$ cat src/rtl/oserdes_link_sched.sv
// oserdes_link_sched: bring-up sequencer and word scheduler feeding a 10:1
// DDR output serializer. Holds the serializer in reset until the clock source
// is locked, flushes it with idle words, sends a training burst, then streams
// upstream words with idle-word insertion when upstream has nothing ready.
module oserdes_link_sched #(
  parameter int          RST_CYCLES   = 4,
  parameter int          FLUSH_CYCLES = 8,
  parameter int          TRAIN_LEN    = 64,
  parameter logic [9:0]  TRAIN_WORD   = 10'h3E0,
  parameter logic [9:0]  IDLE_WORD    = 10'h000
) (
  input  logic        clk_div,
  input  logic        rst,
  input  logic        pll_locked,
  input  logic        retrain,
  input  logic [9:0]  s_data,
  input  logic        s_valid,
  output logic        s_ready,
  output logic [9:0]  data_out,
  output logic        serdes_rst,
  output logic        link_up,
  output logic [15:0] underflow_cnt
);

  typedef enum logic [1:0] {
    S_RST   = 2'd0,
    S_FLUSH = 2'd1,
    S_TRAIN = 2'd2,
    S_RUN   = 2'd3
  } state_t;

  // Last count value of each timed phase (count runs 0..N-1).
  localparam logic [15:0] RST_LAST   = 16'(RST_CYCLES - 1);
  localparam logic [15:0] FLUSH_LAST = 16'(FLUSH_CYCLES - 1);
  localparam logic [15:0] TRAIN_LAST = 16'(TRAIN_LEN - 1);

  state_t      state_r;
  state_t      state_nx_s;
  logic [15:0] cnt_r;
  logic        hs_s;
  logic        idle_ins_s;
  logic [9:0]  word_nx_s;

  // A word is taken whenever the registered ready meets upstream valid.
  assign hs_s = s_valid & s_ready;

  // Next-state selection; lock loss outranks retrain and phase completion.
  always_comb begin
    state_nx_s = state_r;
    case (state_r)
      S_RST: begin
        if (pll_locked && (cnt_r == RST_LAST)) state_nx_s = S_FLUSH;
        else                                   state_nx_s = S_RST;
      end
      S_FLUSH: begin
        if (!pll_locked)               state_nx_s = S_RST;
        else if (cnt_r == FLUSH_LAST)  state_nx_s = S_TRAIN;
        else                           state_nx_s = S_FLUSH;
      end
      S_TRAIN: begin
        if (!pll_locked)               state_nx_s = S_RST;
        else if (cnt_r == TRAIN_LAST)  state_nx_s = S_RUN;
        else                           state_nx_s = S_TRAIN;
      end
      S_RUN: begin
        if (!pll_locked)  state_nx_s = S_RST;
        else if (retrain) state_nx_s = S_TRAIN;
        else              state_nx_s = S_RUN;
      end
      default: state_nx_s = S_RST;
    endcase
  end

  // Word for the next cycle follows the next state; a word accepted on the
  // edge that leaves RUN is dropped in favour of the next state's word.
  always_comb begin
    word_nx_s  = IDLE_WORD;
    idle_ins_s = 1'b0;
    case (state_nx_s)
      S_RST:   word_nx_s = IDLE_WORD;
      S_FLUSH: word_nx_s = IDLE_WORD;
      S_TRAIN: word_nx_s = TRAIN_WORD;
      S_RUN: begin
        if (hs_s) begin
          word_nx_s  = s_data;
        end else begin
          word_nx_s  = IDLE_WORD;
          // The hand-over edge from training is not an underflow.
          idle_ins_s = (state_r == S_RUN);
        end
      end
      default: word_nx_s = IDLE_WORD;
    endcase
  end

  // State, phase counter and all registered outputs.
  always_ff @(posedge clk_div) begin
    if (rst) begin
      state_r       <= S_RST;
      cnt_r         <= 16'd0;
      serdes_rst    <= 1'b1;
      s_ready       <= 1'b0;
      link_up       <= 1'b0;
      data_out      <= IDLE_WORD;
      underflow_cnt <= 16'd0;
    end else begin
      state_r <= state_nx_s;
      if (state_nx_s != state_r) begin
        cnt_r <= 16'd0;
      end else if ((state_r == S_RST) && !pll_locked) begin
        cnt_r <= 16'd0;
      end else begin
        cnt_r <= cnt_r + 16'd1;
      end
      serdes_rst <= (state_nx_s == S_RST);
      s_ready    <= (state_nx_s == S_RUN);
      link_up    <= (state_nx_s == S_RUN);
      data_out   <= word_nx_s;
      if (idle_ins_s && (underflow_cnt != 16'hFFFF)) begin
        underflow_cnt <= underflow_cnt + 16'd1;
      end else begin
        underflow_cnt <= underflow_cnt;
      end
    end
  end

endmodule

$ cat config.mk
export PLATFORM = sky130hd
export DESIGN_NAME = oserdes_link_sched
export DESIGN_NICKNAME = d
export VERILOG_FILES = /design/src/rtl/oserdes_link_sched.sv
export SDC_FILE = /design/constraint.sdc
export NUM_CORES = 1
export LEC_CHECK = 0
export ABC_AREA = 1
export BUFFER_PORTS_ARGS = -buffer_cell sky130_fd_sc_hd__buf_2
export CAP_MARGIN = 30
export CORE_UTILIZATION = 40
export DETAILED_ROUTE_END_ITERATION = 10
export PLACE_DENSITY = 0.69
export SYNTH_ARGS = -nofsm -noshare
export SYNTH_HDL_FRONTEND = slang
export SYNTH_SLANG_ARGS = --single-unit
$ cat constraint.sdc
create_clock -name clk_div -period 1.7 [get_ports clk_div]
set_clock_uncertainty 0.1 [all_clocks]
set_input_delay 0.425 -clock clk_div [delete_from_list [all_inputs] [get_ports clk_div]]
set_output_delay 0.425 -clock clk_div [all_outputs]
set_load 0.02 [all_outputs]
Word level (Yosys, flattened, before mapping)

Cells that the tools add are included.

Output and inout port bits: 29
Logic and storage cells: 40
Input bits: 15
Flip-flop bits (word level): 46

Equality and inequality tests: 11
Reductions and logical operators: 8
Add/subtract/negate cells: 2
Muxes and demuxes: 12
Bitwise operators: 1

Operators by type and width:

| operator                                                               | count |
|---|---|
| 16-bit by 1-bit adder with 16-bit output, second input constant        | 2 |
| 10-bit case mux with 3 select lines                                    | 1 |
| 16-bit by 2-bit equality test with 1-bit output, second input constant | 1 |
| 16-bit by 3-bit equality test with 1-bit output, second input constant | 1 |
| 16-bit by 6-bit equality test with 1-bit output, second input constant | 1 |
| 16-bit != test, second input constant                                  | 1 |
| 10-bit two-way mux                                                     | 1 |
| 2-bit equality test, second input constant                             | 4 |
| 2-bit two-way mux                                                      | 4 |
| 2-bit case mux with 4 select lines                                     | 1 |
| 1-bit two-way mux                                                      | 5 |
| 2-bit by 1-bit equality test with 1-bit output, second input constant  | 2 |
| 2-bit zero test                                                        | 2 |
| 1-bit logical AND                                                      | 3 |
| 3-bit OR reduction                                                     | 1 |
| 2-bit != test                                                          | 1 |
| 2-bit OR reduction                                                     | 1 |
| 1-bit bitwise AND                                                      | 1 |
| 1-bit zero test                                                        | 1 |

Longest topological paths before layout

Depth after elaboration: 7
Gate-level depth with buffers: 11
Depth with buffers taken out: 11

Worst setup path after synthesis

Ideal clock, no wire load.

Path kind: reg-to-reg
From: reg underflow_cnt[0]
To: reg underflow_cnt[2]
Setup slack: -132 ps
Period minus slack after synthesis: 1832 ps
Data required time: 1531 ps
Path buffers: 1
Arrival: 1663 ps
Library setup time: 69 ps
Cell stages (with the launch flop): 11
Cells stage by stage: dfxtp_1 > ha_1 > nand2_1 > nor2_4 > nand2_2 > nor2_4 > nand2_4 > nand3_4 > buf_8 > nand2_1 > a21oi_2

Cells in the longest elaborated chain, start to end: 2
Elaborated cells on any way between the ends: 3
Those cells by class: add/sub: 1; eq/ne: 1; reduce/logical: 1

RTL lines:

| item                                                                                             | line | source |
|---|---|---|
| start, declared                                                                                  | 22   | `output logic [15:0] underflow_cnt` |
| start signal, assigned                                                                           | 120  | `underflow_cnt <= underflow_cnt + 16'd1;` |
| start signal, assigned                                                                           | 122  | `underflow_cnt <= underflow_cnt;` |
| parallel branches: the longest is 2 deep, another holds 16-bit by 1-bit adder with 16-bit output | --   |  |

Several ways; the timed one is not identified.
A chain may end at the register's enable or synchronous reset.

Worst setup path after layout

From: reg cnt_r[1]
To: reg cnt_r[3]

Cells in the longest elaborated chain, start to end: 6
Elaborated cells on any way between the ends: 13
Those cells by class: add/sub: 1; eq/ne: 4; mux: 6; reduce/logical: 2

RTL lines:

| item                                                                          | line | source |
|---|---|---|
| start, declared                                                               | 39   | `logic [15:0] cnt_r;` |
| start signal, assigned                                                        | 113  | `cnt_r <= cnt_r + 16'd1;` |
| 16-bit by 6-bit equality test with 1-bit output, or another cell as far along | 62   | `else if (cnt_r == TRAIN_LAST) state_nx_s = S_RUN;` |
| 1-bit two-way mux, or another cell as far along                               | 62   |  |
| 2-bit two-way mux, or another cell as far along                               | 61   | `if (!pll_locked) state_nx_s = S_RST;` |
| 2-bit case mux with 4 select lines                                            | 50   | `case (state_r)` |
| 2-bit != test                                                                 | 108  | `if (state_nx_s != state_r) begin` |
| 3-bit OR reduction (no source line)                                           | --   |  |

Parallel ways exist; a longest one is shown, timed or not.

==> flow_metrics.py <==
metrics = {
    "routing": {
        "wl_um": 5860,
        "firstDrtPassIters": 4,
        "ant_nets": 0,
        "drcViolationCount": 0,
        "routed_via_density": 4.91,
        "drt_iter0_markers": 148,
        "detail_route.wl_per_cell_um": 12.7,
        "vias": 2274,
    },
    "synthesis": {
        "syn-num-nets": 335,
        "ys_top_cells_by_count": "59 x nand2_1, 46 x dfxtp_1, 42 x nor2_1",
        "synth.most_common_cell": "nand2_1",
        "ys_ff_latch": 46,
        "ys_seq_area_share_pct": 38.5,
        "ys_top_cells_by_area": "dfxtp_1 38%, nand2_1 9.2%, nor2_1 6.6%",
        "ys_types": 28,
        "synth-async-reset-ratio_pct": 0,
        "syn-cell-area_mm2": 0.00239,
        "synth_top_area_share_pct": 38.5,
        "yosys.area.top_type": "dfxtp_1",
        "synth-edff-count": 0,
        "syn_inst": 318,
        "synth_warnings": 0,
        "syn_avg_cell_area_um2": 7.53,
        "synth_ff_type": "dfxtp_1",
    },
    "clock_tree": {
        "ctsHtreeMaxLevel": 2,
        "postCtsHoldBufs": 0,
        "cts_tree": "yes",
        "root_buffer": "clkbuf_8",
        "clock_latency_ps": 300,
        "cts.clk_slew.worst_paths_ps": 90,
        "cts_sinks": 46,
        "cts_buffer_depth": 2,
        "numCtsBuffers": 5,
    },
    "floorplanning": {
        "core_area_mm2": 0.00564,
        "die_area_mm2": 0.00630,
        "rows": 27,
        "die_h_um": 79.4,
        "initial_core_util_pct": 42.4,
        "die_x_um": 79.4,
        "ios": 44,
    },
    "sta": {
        "hold_viol": 0,
        "timing.hold.ws_ps": 248,
        "period_needed_ps": 1690,
        "slew_violations": 0,
        "max_freq_mhz": 590,
        "grt_setup_unrepaired": "yes",
        "tightest_slew_ps": 341,
        "setup_violations": 0,
        "relSlewSlack_pct": 77.2,
        "fin_crit_sh_pct": 99.6,
    },
    "critical_path": {
        "crit_type": "reg2reg",
        "arrival_ps": 1780,
        "end_kind": "flop",
        "r2r_end": "cnt_r[3]$_SDFF_PP0_",
        "r2r_cells": 9,
        "regToRegSetupSlack_ps": 6,
        "critPathLaunchType": "flop",
        "crit_path_max_fanout": 8,
        "reg2reg_from": "cnt_r[1]$_SDFF_PP0_",
        "cp.required_ps": 1780,
    },
    "place": {
        "place_area_mm2": 0.00285,
        "portBuffers": 43,
        "dp_hpwl_um": 3850,
        "gp_congestion": 0.838,
    },
    "final_layout": {
        "syn2layout_area_growth_pct": 35.5,
        "final_area_mm2": 0.00325,
        "fin_util_pct": 57.5,
        "antenna_cells": 0,
        "drive_gt1_share_pct": 43.0,
        "nets": 407,
    },
    "power": {
        "ir_drop_mv": 0.296,
        "p_leak_nw": 1.28,
        "power_density_mw_per_mm2": 586,
    },
    "worst_hold_path": {
        "hp-start": "s_data[3]",
        "min_path_type": "in2reg",
        "worstHoldEndpoint": "data_out[3]$_SDFF_PP0_",
        "min_path_cells": 3,
    },
    "global_routing": {
        "grtUsageMet2_pct": 29.9,
        "grt_max_degree": 25,
        "antenna_found_initial": 0,
        "globalRouteMet3Util_pct": 3.43,
        "grt_overflow": 0,
        "globalRouteTotalUtil_pct": 19.0,
        "use_met1_pct": 26.8,
        "grt_busiest_layer": "met2",
        "grt_pass1_vias": 2053,
        "grt_pass1_wl_um": 9580,
    },
    "flow_run": {
        "drv_cap": 0,
    },
    "run_status": {
        "status": "finished, final reports clean",
    },
}
==> cell families (layout without fill, tap and decap cells) <==
| logic type | Yosys count | count (layout) | share of synthesized area, % |
|---|---|---|---|
| AO/OA/AOI/OAI | 24 | 24 | 6.27 |
| flip-flops | 46 | 46 | 38.5 |
| buffers and inverters | 42 | 113 | 7.84 |
| adder cells (fa/ha/maj) | 2 | 2 | 1.04 |
| XOR/XNOR | 27 | 27 | 9.87 |
| AND/OR/NAND/NOR | 177 | 179 | 36.5 |
==> worst max-delay path, stage by stage (launching register included) <==
cell and delay [ps]:
dfxtp_2 360, ha_4 160, buf_6 100, nand3_2 60, nor2_1 80, nand3b_1 190
nand4_1 170, nand2_2 120, nand3_4 180, nor2_1 60
==> per-stage QoR <==
stage,std cells,setup TNS [ps],worst slack (ps),total power [mW]
after detailed placement,449,-368,-45.4,1.16
after floorplan,318,0,29.6,1.13
after global placement,449,0,20.6,1.16
after CTS,458,-4.88,-3.12,1.92
final,463,0,6.01,1.90
after global routing,463,-2720,-100,1.98
==> layer usage <==
metal,wire [µm],up-vias
met5,0,-
met4,51,0
met3,249,7
met2,2660,60
met1,2900,1036
li1,-,1171
==> layout make-up <==
type	instances	area, µm²
Clock inverter	2	15.0
Multi-Input combinational cell	232	1490
Timing Repair Buffer	74	497
Sequential cell	46	943
Tap cell	72	90.1
Inverter	31	116
Clock buffer	6	93.8
Fill cell	503	2400
==> power by group <==
| group | leakage (nW) | switching [mW] | internal [mW] |
|---|---|---|---|
| Combinational | 0.851 | 0.0404 | 0.0252 |
| Clock | 0.0486 | 0.379 | 0.378 |
| Sequential | 0.377 | 0.00271 | 1.07 |
==> flip-flops by register name, indices dropped and copies added, names as in the netlist <==
signal and count:
state_r 2, link_up 1, underflow_cnt 16, cnt_r 16
data_out 10, serdes_rst 1
==> worst max-delay path by stage <==
| stage | startpoint | cells past startpoint | to |
|---|---|---|---|
| global placement | cnt_r[0]$_SDFF_PP0_ | 9 | cnt_r[2]$_SDFF_PP0_ |
| CTS | cnt_r[0]$_SDFF_PP0_ | 8 | underflow_cnt[0]$_SDFFE_PP0P_ |
| finish | cnt_r[1]$_SDFF_PP0_ | 9 | cnt_r[3]$_SDFF_PP0_ |
| floorplan | underflow_cnt[0]$_SDFFE_PP0P_ | 10 | underflow_cnt[2]$_SDFFE_PP0P_ |
| detailed placement | cnt_r[0]$_SDFF_PP0_ | 9 | cnt_r[13]$_SDFF_PP0_ |
| global route | cnt_r[1]$_SDFF_PP0_ | 9 | cnt_r[12]$_SDFF_PP0_ |
==> repair_timing <==
item                       in CTS  in global routing
setup buffers                   0                  3
setup endpoints to repair      21                 44
gates resized for setup         5                 59
pin swaps                       0                 33
cloned                          1                  2
==> placed cells by master (no fill, tap or decap), drive strengths merged <==
cell type,synthesis,routed
a21oi,21,21
buf,7,73
clkbuf,4,7
clkinv,1,1
clkinvlp,0,2
dfxtp,46,46
ha,2,2
inv,30,30
nand2,64,64
nand3,25,27
nand3b,2,2
nand4,22,22
nor2,59,59
nor3,5,5
o21ai,3,3
xnor2,13,13
xor2,14,14
(Power assumes the default switching activity.)
